## src/rtl/nes_bus_pkg.sv

```systemverilog
// Shared NES CPU-bus definitions: register addresses used by the PPU/APU decoders
// and the sprite DMA engine, plus the DMA state encoding.
package nes_bus_pkg;

   localparam logic [15:0] OAM_DMA_ADDR     = 16'h4014;
   localparam logic [15:0] PPU_OAMDATA_ADDR = 16'h2004;

   typedef enum logic [2:0] {
      StIdle,
      StHalt,
      StAlign,
      StGet,
      StPut
   } oam_dma_state_t;

endpackage

```

## src/rtl/nes_oam_dma.sv

```systemverilog
// Sprite DMA: a CPU write of page P to $4014 copies $PP00-$PPFF into $2004 using
// alternating get/put cycles while holding the CPU off the bus.
module nes_oam_dma
   import nes_bus_pkg::*;
#(
   parameter logic [15:0] TRIGGER_ADDR  = OAM_DMA_ADDR,
   parameter logic [15:0] OAM_DATA_ADDR = PPU_OAMDATA_ADDR
) (
   input  logic        i_clk,
   input  logic        i_reset,
   input  logic        i_ce,
   input  logic [15:0] i_cpu_ain,
   input  logic [7:0]  i_cpu_dout,
   input  logic        i_cpu_write,
   input  logic [7:0]  i_dma_din,
   output logic        o_dma_active,
   output logic [15:0] o_dma_ain,
   output logic        o_dma_read,
   output logic        o_dma_write,
   output logic [7:0]  o_dma_dout
);

   oam_dma_state_t r_state;
   oam_dma_state_t w_state_next;
   logic           r_put_phase;
   logic [7:0]     r_page;
   logic [7:0]     r_index;
   logic [7:0]     r_latch;
   logic [15:0]    r_ain_hold;
   logic [7:0]     r_dout_hold;
   logic           w_trigger;

   assign w_trigger = i_cpu_write && (i_cpu_ain == TRIGGER_ADDR);

   always_ff @(posedge i_clk) begin
      if (i_reset) begin
         r_state <= StIdle;
      end else if (i_ce) begin
         r_state <= w_state_next;
      end
   end

   always_comb begin
      w_state_next = r_state;
      unique case (r_state)
         StIdle:  if (w_trigger) w_state_next = StHalt;
         // r_put_phase is the parity of the current cycle; the next one is a get when it is 1.
         StHalt:  w_state_next = r_put_phase ? StGet : StAlign;
         StAlign: w_state_next = StGet;
         StGet:   w_state_next = StPut;
         StPut:   w_state_next = (r_index == 8'hFF) ? StIdle : StGet;
         default: w_state_next = StIdle;
      endcase
   end

   always_ff @(posedge i_clk) begin
      if (i_reset) begin
         r_put_phase <= 1'b0;
         r_page      <= 8'h00;
         r_index     <= 8'h00;
         r_latch     <= 8'h00;
         r_ain_hold  <= 16'h0000;
         r_dout_hold <= 8'h00;
      end else if (i_ce) begin
         r_put_phase <= ~r_put_phase;
         r_ain_hold  <= o_dma_ain;
         r_dout_hold <= o_dma_dout;
         unique case (r_state)
            StIdle: begin
               if (w_trigger) begin
                  r_page  <= i_cpu_dout;
                  r_index <= 8'h00;
               end
            end
            StGet: r_latch <= i_dma_din;
            // Index wraps inside the page; it never carries into r_page.
            StPut: if (r_index != 8'hFF) r_index <= r_index + 8'h01;
            default: ;
         endcase
      end
   end

   always_comb begin
      o_dma_active = (r_state != StIdle);
      o_dma_read   = 1'b0;
      o_dma_write  = 1'b0;
      o_dma_ain    = r_ain_hold;
      o_dma_dout   = r_dout_hold;
      unique case (r_state)
         StGet: begin
            o_dma_read = 1'b1;
            o_dma_ain  = {r_page, r_index};
         end
         StPut: begin
            o_dma_write = 1'b1;
            o_dma_ain   = OAM_DATA_ADDR;
            o_dma_dout  = r_latch;
         end
         default: ;
      endcase
   end

endmodule

```

## config.mk

```make
export PLATFORM = sky130hd
export DESIGN_NAME = nes_oam_dma
export DESIGN_NICKNAME = d
export VERILOG_FILES = /design/src/rtl/nes_bus_pkg.sv /design/src/rtl/nes_oam_dma.sv
export SDC_FILE = /design/constraint.sdc
export NUM_CORES = 1
export LEC_CHECK = 0
export CORE_ASPECT_RATIO = 1.1
export CORE_MARGIN = 2
export CORE_UTILIZATION = 38
export CTS_CLUSTER_DIAMETER = 30
export CTS_CLUSTER_SIZE = 40
export DETAILED_ROUTE_END_ITERATION = 10
export PLACE_DENSITY = 0.72
export SKIP_LAST_GASP = 1
export SYNTH_ARGS = -nofsm -noshare
export SYNTH_HDL_FRONTEND = slang
export SYNTH_SLANG_ARGS = --single-unit
```

## constraint.sdc

```tcl
create_clock -name i_clk -period 1.72 [get_ports i_clk]
set_input_delay 0.344 -clock i_clk [delete_from_list [all_inputs] [get_ports i_clk]]
set_output_delay 0.344 -clock i_clk [all_outputs]
set_load 0.1 [all_outputs]
```

After elaboration in Yosys (flattened, before gate mapping)
Cells that the tools add are included.
- register bits: 52
- input port bits: 36
- output and inout port bits: 27
- logic and storage cells: 37
- $add $sub $neg: 1
- eq/ne operators: 9
- multiplexer cells: 11
- bitwise operators: 1
- reduce and logical (&&, ||, !) cells: 8
- operator list (operator ; count):
    16-bit case mux with 2 select lines ; 1
    8-bit two-way mux ; 3
    16-bit by 15-bit equality test with 1-bit output, second input constant ; 1
    8-bit case mux with 2 select lines ; 1
    3-bit case mux with 5 select lines ; 1
    8-bit by 1-bit adder with 8-bit output, second input constant ; 1
    8-bit equality test, second input constant ; 1
    8-bit inequality test, second input constant ; 1
    3-bit by 2-bit equality test with 1-bit output, second input constant ; 2
    2-bit inequality test, second input constant ; 2
    2-bit AND reduction ; 2
    4-bit AND reduction ; 1
    3-bit by 1-bit equality test with 1-bit output, second input constant ; 1
    3-bit equality test, second input constant ; 1
    3-bit logical NOT ; 1
    1-bit two-way mux ; 3
    3-bit two-way mux ; 1
    3-bit AND reduction ; 1
    3-bit nonzero test ; 1
    2-bit two-way mux ; 1
    2-bit nonzero test ; 1
    1-bit logical AND ; 1
    1-bit inverter ; 1

Logic depth before layout (Yosys ltp)
- depth after elaboration: 4
- gate-level depth with buffers: 8
- mapped depth without buffers: 6

Worst setup path after synthesis
No wires, ideal clock.
- kind: flip-flop to flip-flop
- start: register r_state[1]
- end: register r_ain_hold[2]
- library setup time: 0.128 ns
- arrival: 2.737 ns
- data required time: 1.592 ns
- slack: -1.145 ns
- cell stages (with the launch flop): 7
- path buffers: 1
- cells stage by stage: dfxtp_1 -> nand3b_1 -> inv_2 -> clkbuf_1 -> a2bb2oi_2 -> mux2i_1 -> nor2_1
- cells in the longest elaborated chain, start to end: 2
- RTL lines (element ; RTL line ; RTL):
    start: declaration ; nes_oam_dma.sv:23 ; oam_dma_state_t r_state;
    start signal: assignment ; nes_oam_dma.sv:37 ; r_state <= StIdle;
    start signal: assignment ; nes_oam_dma.sv:39 ; r_state <= w_state_next;
    3-bit equality test or 3-bit by 2-bit equality test with 1-bit output (tied branches) ; nes_oam_dma.sv:89 ; unique case (r_state)
    16-bit case mux with 2 select lines * ; nes_oam_dma.sv:89 ;
    named net o_dma_ain[2] ; nes_oam_dma.sv:17 ; output logic [15:0] o_dma_ain,
    end signal: assignment ; nes_oam_dma.sv:66 ; r_ain_hold <= o_dma_ain;
    end: declaration ; nes_oam_dma.sv:29 ; logic [15:0] r_ain_hold;
The timed path passes the listed nets; every way through them passes the cells marked *.
A chain may end at the register's enable or synchronous reset.

Worst setup path in the final report
- start: register r_state[0]
- end: output port o_dma_dout[0]
- cells in the longest elaborated chain, start to end: 2
- RTL lines (element ; RTL line ; RTL):
    3-bit equality test ; nes_oam_dma.sv:89 ;
    8-bit two-way mux ; nes_oam_dma.sv:89 ;
    end: declaration ; nes_oam_dma.sv:20 ; output logic [7:0] o_dma_dout
No other way between the ends.

==> metrics.log <==
[metrics] Achievable Freq: around 480 MHz
[metrics] number of antenna violations at the first check in global routing: 0
[metrics] total count of max-transition violations in the final report: 0
[metrics] vias: 2422
[metrics] quantity of hold-fixing buffers added after cts: 0
[metrics] buffer cell driving the clock tree root: sky130_fd_sc_hd__clkbuf_8
[metrics] routed wire length per instance: 16.8 µm
[metrics] kind of start point of the critical path: flop
[metrics] Synth-to-Final Area Change: 80.7%
[metrics] synthesized flop and latch total: 52
[metrics] cell type with the largest total area after synthesis: sky130_fd_sc_hd__dfxtp_1
[metrics] post-route fraction of the period consumed by the critical path: 121%
[metrics] CP Data Required Time: 1.38 ns
[metrics] width of the die: 81.7 µm
[metrics] final hold violation count: 0
[metrics] Clock Skews: 0.00388 ns
[metrics] # H-tree levels: 2
[metrics] # rows: 31
[metrics] first-pass iteration count of the detailed router: 4
[metrics] endpoint kind of the worst setup timing path: primary output
[metrics] cell area after synthesis: about 2500 µm²
[metrics] distinct cell type count of the synthesized netlist: between 40 and 50
[metrics] io pins: 63
[metrics] prevailing post-synth register cell: sky130_fd_sc_hd__dfxtp_1
[metrics] setup repair after global routing missed its margin: yes
[metrics] maximum buffer depth of the clock tree: 2
[metrics] CP most frequent cell: sky130_fd_sc_hd__buf_12
[metrics] Routed WL: around 7.5 mm
[metrics] worst setup slack after layout: -0.360 ns
[metrics] syn nets: approximately 300
[metrics] Congestion Overflow GR: 0
[metrics] instance area at placement: around 4000 µm²
[metrics] Via density: 5.42
[metrics] wire length of the first global-routing pass: 11.1 mm
[metrics] effective utilization at floorplan: approximately two fifths
[metrics] accumulated negative setup slack: -11.10 ns
[metrics] synthesized area divided by synthesized cell count: ~9.6 µm²
[metrics] violated checks: setup timing
[metrics] Slew @ Worst Pin: 0.466 ns
[metrics] setup violation total in the final timing report: 52
[metrics] CP Cell Sequence: or3b_4, buf_12, mux2_4, buf_12
[metrics] via count of the first global-routing pass: 2405
[metrics] type of the worst min-delay path: in2reg
[metrics] Total Routing Usage GR: 19.7%
[metrics] pwr/cell area: 460 nW/µm²
[metrics] area share of the largest cell type after synthesis: 41.2%
[metrics] area enclosed by the die boundary: 7310 µm²
[metrics] Yosys warning total: 0
[metrics] leakage power summed over all cells: 1.93 nW
[metrics] CTS tree: yes
[metrics] combined area of the multi-input logic cells: ~1800 µm²
[metrics] buffers added on ports: 62
[metrics] residual antenna-violating net count after detailed routing: 0
[metrics] share of final-layout standard cells stronger than drive strength 1: 45.8%
[metrics] leading post-synthesis cells by cell area: sky130_fd_sc_hd__dfxtp_1 (41%), sky130_fd_sc_hd__mux2i_1 (13%), sky130_fd_sc_hd__a22o_1 (4.9%)
[metrics] worst-path maximum fanout: 9
[metrics] Largest delay share family, worst path: simple AND/OR/NAND/NOR gates
[metrics] number of buffers created by CTS: 5
[metrics] y dimension of the die: 89.5 µm
[metrics] sequential cell area: around 1000 µm²
[metrics] Slew headroom: a little under 70%
[metrics] drt first-iter violations: 154
[metrics] count of buffer and inverter cells on the critical path: 2
[metrics] number of remaining DRC errors: 0
[metrics] share of flip-flops with an asynchronous set or reset after synthesis: 0%
[metrics] sequential area share after synthesis: around 41%
[metrics] result of the run: finished, violations left
[metrics] post-route minimum period: 2.08 ns
[metrics] Non-Filler Cell Area, Final: 4560 µm²
[metrics] slowest stage cell on the critical path: sky130_fd_sc_hd__or3b_4
[metrics] Antenna diodes: 0
[metrics] pin count of the biggest net entering global routing: 29
[metrics] peak supply drop: 0.000338 V
[metrics] delay contributed by the slowest stage of the critical path: 0.42 ns
[metrics] Mapped Cells: 264
[metrics] global placer's final weighted congestion: 0.873
[metrics] Clock transition at path regs: 0.10 ns
[metrics] Core Region: 6520 µm²
[metrics] Crit path arrival time: 1.74 ns
[metrics] dpl hpwl: 4.72 mm
[metrics] layout filler cell count: 433
[metrics] clock latency at the later pin of the worst-skew pair: between 0.3 and 0.4 ns
[metrics] number of enable-type register cells in the synthesized netlist: 0
[metrics] Crit Path Category: reg2out
[metrics] final net count: 401
[metrics] Max-Cap Viols: 0
[metrics] clk sink count: 52
[Yosys cell counts, drive strengths merged (2+ instances only)]
cell and count:
o31ai 4, clkbuf 11, and3 5, buf 8, mux2 8, nor4b 2, nand3b 2, dfxtp 52
a311oi 2, mux2i 33, a31o 8, nor4 2, nand3 7, nor2 37, a22o 14, nand2 18
a21oi 11, o21ai 9, a311o 4, inv 9
[power breakdown]
part / leakage, nW / internal [mW] / total, mW / switching, mW
combinational: 1.46 / 0.0900 / 0.165 / 0.0749
clock: 0.0485 / 0.293 / 0.728 / 0.436
sequential: 0.420 / 1.21 / 1.21 / 0.00171
[tightest hold or removal path, delay by kind of cell]
family | cells | cell delay, ns
compound gates | 2 | 0.21
buf+inv | 1 | 0.20
[layout by cell type (no fill, tap or decap), types with 2 or more instances in the layout]
cell type / n
sky130_fd_sc_hd__a311o_1: 4
sky130_fd_sc_hd__dlymetal6s2s_1: 3
sky130_fd_sc_hd__nand2_1: 15
sky130_fd_sc_hd__inv_1: 7
sky130_fd_sc_hd__nor2_2: 8
sky130_fd_sc_hd__buf_8: 3
sky130_fd_sc_hd__buf_6: 12
sky130_fd_sc_hd__inv_6: 2
sky130_fd_sc_hd__nand2_4: 2
sky130_fd_sc_hd__buf_2: 2
sky130_fd_sc_hd__buf_16: 2
sky130_fd_sc_hd__buf_4: 25
sky130_fd_sc_hd__a21oi_1: 4
sky130_fd_sc_hd__mux2_4: 7
sky130_fd_sc_hd__a21oi_2: 2
sky130_fd_sc_hd__dlygate4sd2_1: 11
sky130_fd_sc_hd__dfxtp_2: 3
sky130_fd_sc_hd__and3_1: 4
sky130_fd_sc_hd__a31o_4: 8
sky130_fd_sc_hd__clkbuf_8: 5
sky130_fd_sc_hd__o21ai_0: 8
sky130_fd_sc_hd__mux2i_4: 6
sky130_fd_sc_hd__buf_12: 33
sky130_fd_sc_hd__nor2_1: 28
sky130_fd_sc_hd__dfxtp_1: 49
sky130_fd_sc_hd__mux2i_1: 26
sky130_fd_sc_hd__o31ai_1: 2
sky130_fd_sc_hd__clkdlybuf4s50_1: 19
sky130_fd_sc_hd__a311oi_2: 2
sky130_fd_sc_hd__o31ai_2: 2
sky130_fd_sc_hd__and2_4: 2
sky130_fd_sc_hd__a22o_4: 14
sky130_fd_sc_hd__nand3_1: 7
sky130_fd_sc_hd__nand3b_1: 2
sky130_fd_sc_hd__a21oi_4: 5
[what timing repair did]
| action | 4_1_cts | 5_1_grt |
|---|---|---|
| pin swaps | 30 | 14 |
| buffers inserted | 9 | 5 |
| gates cloned | 3 | 1 |
| gates resized for setup | 58 | 35 |
| endpoints found under the setup margin | 52 | 53 |
[final cells by class]
cell class                 instances  share of cell area [%]
clock inverter                     3                   0.494
sequential                        52                    22.9
timing repair buffer             111                    31.6
multi-input combinational        185                    40.4
tap                               82                    2.25
inverter                           9                   0.850
clock buffer                       5                    1.51
[sequential cells by signal, summed over array words and instances, names as in the netlist]
register and count:
r_state 3, r_ain_hold 16, r_page 8, r_put_phase 1, r_dout_hold 8, r_latch 8, r_index 8
[metrics by stage]
stage / hold WS, ns / cells / power [mW] / utilization, % / setup slack, ns
2_1_floorplan: 0.454 / 264 / 1.29 / - / -0.257
3_3_place_gp: 0.467 / 423 / 1.39 / 59.7 / -0.380
3_5_place_dp: 0.482 / 423 / 1.40 / 59.7 / -0.480
4_1_cts: 0.451 / 442 / 2.12 / 66.1 / -0.367
5_1_grt: 0.471 / 447 / 2.17 / 70.0 / -0.404
6_report: 0.473 / 447 / 2.10 / 70.0 / -0.360
[worst paths after layout]
path	start	to	slack [ns]	cells past startpoint
worst max-delay path	r_state[0]$_SDFFE_PP0P_	o_dma_dout[0]	-0.36	4
worst min-delay path	i_reset	r_index[6]$_SDFFE_PP0P_	0.47	3
worst min register to register	r_dout_hold[6]$_SDFFE_PP0P_	r_dout_hold[6]$_SDFFE_PP0P_	0.50	2
worst max register to register	r_state[2]$_SDFFE_PP0P_	r_index[4]$_SDFFE_PP0P_	-0.19	10
[kinds of logic after synthesis]
| kind of cell | Yosys count | synth area share, % |
|---|---|---|
| multiplexers | 41 | 16.7 |
| adder cells (fa/ha/maj) | 1 | 0.495 |
| AND/OR/NAND/NOR | 81 | 16.7 |
| flip-flops | 52 | 41.2 |
| XOR/XNOR | 1 | 0.347 |
| buffers and inverters | 28 | 5.30 |
| AO/OA/AOI/OAI | 60 | 19.3 |
[metal layers]
layer	wire [µm]	GRT usage (%)	vias up
met5	0	0	-
met4	140	6.06	0
met3	421	3.33	12
met2	3860	35.9	80
met1	3090	23.6	1165
li1	-	-	1165
Power figures use the tool's default switching activity.
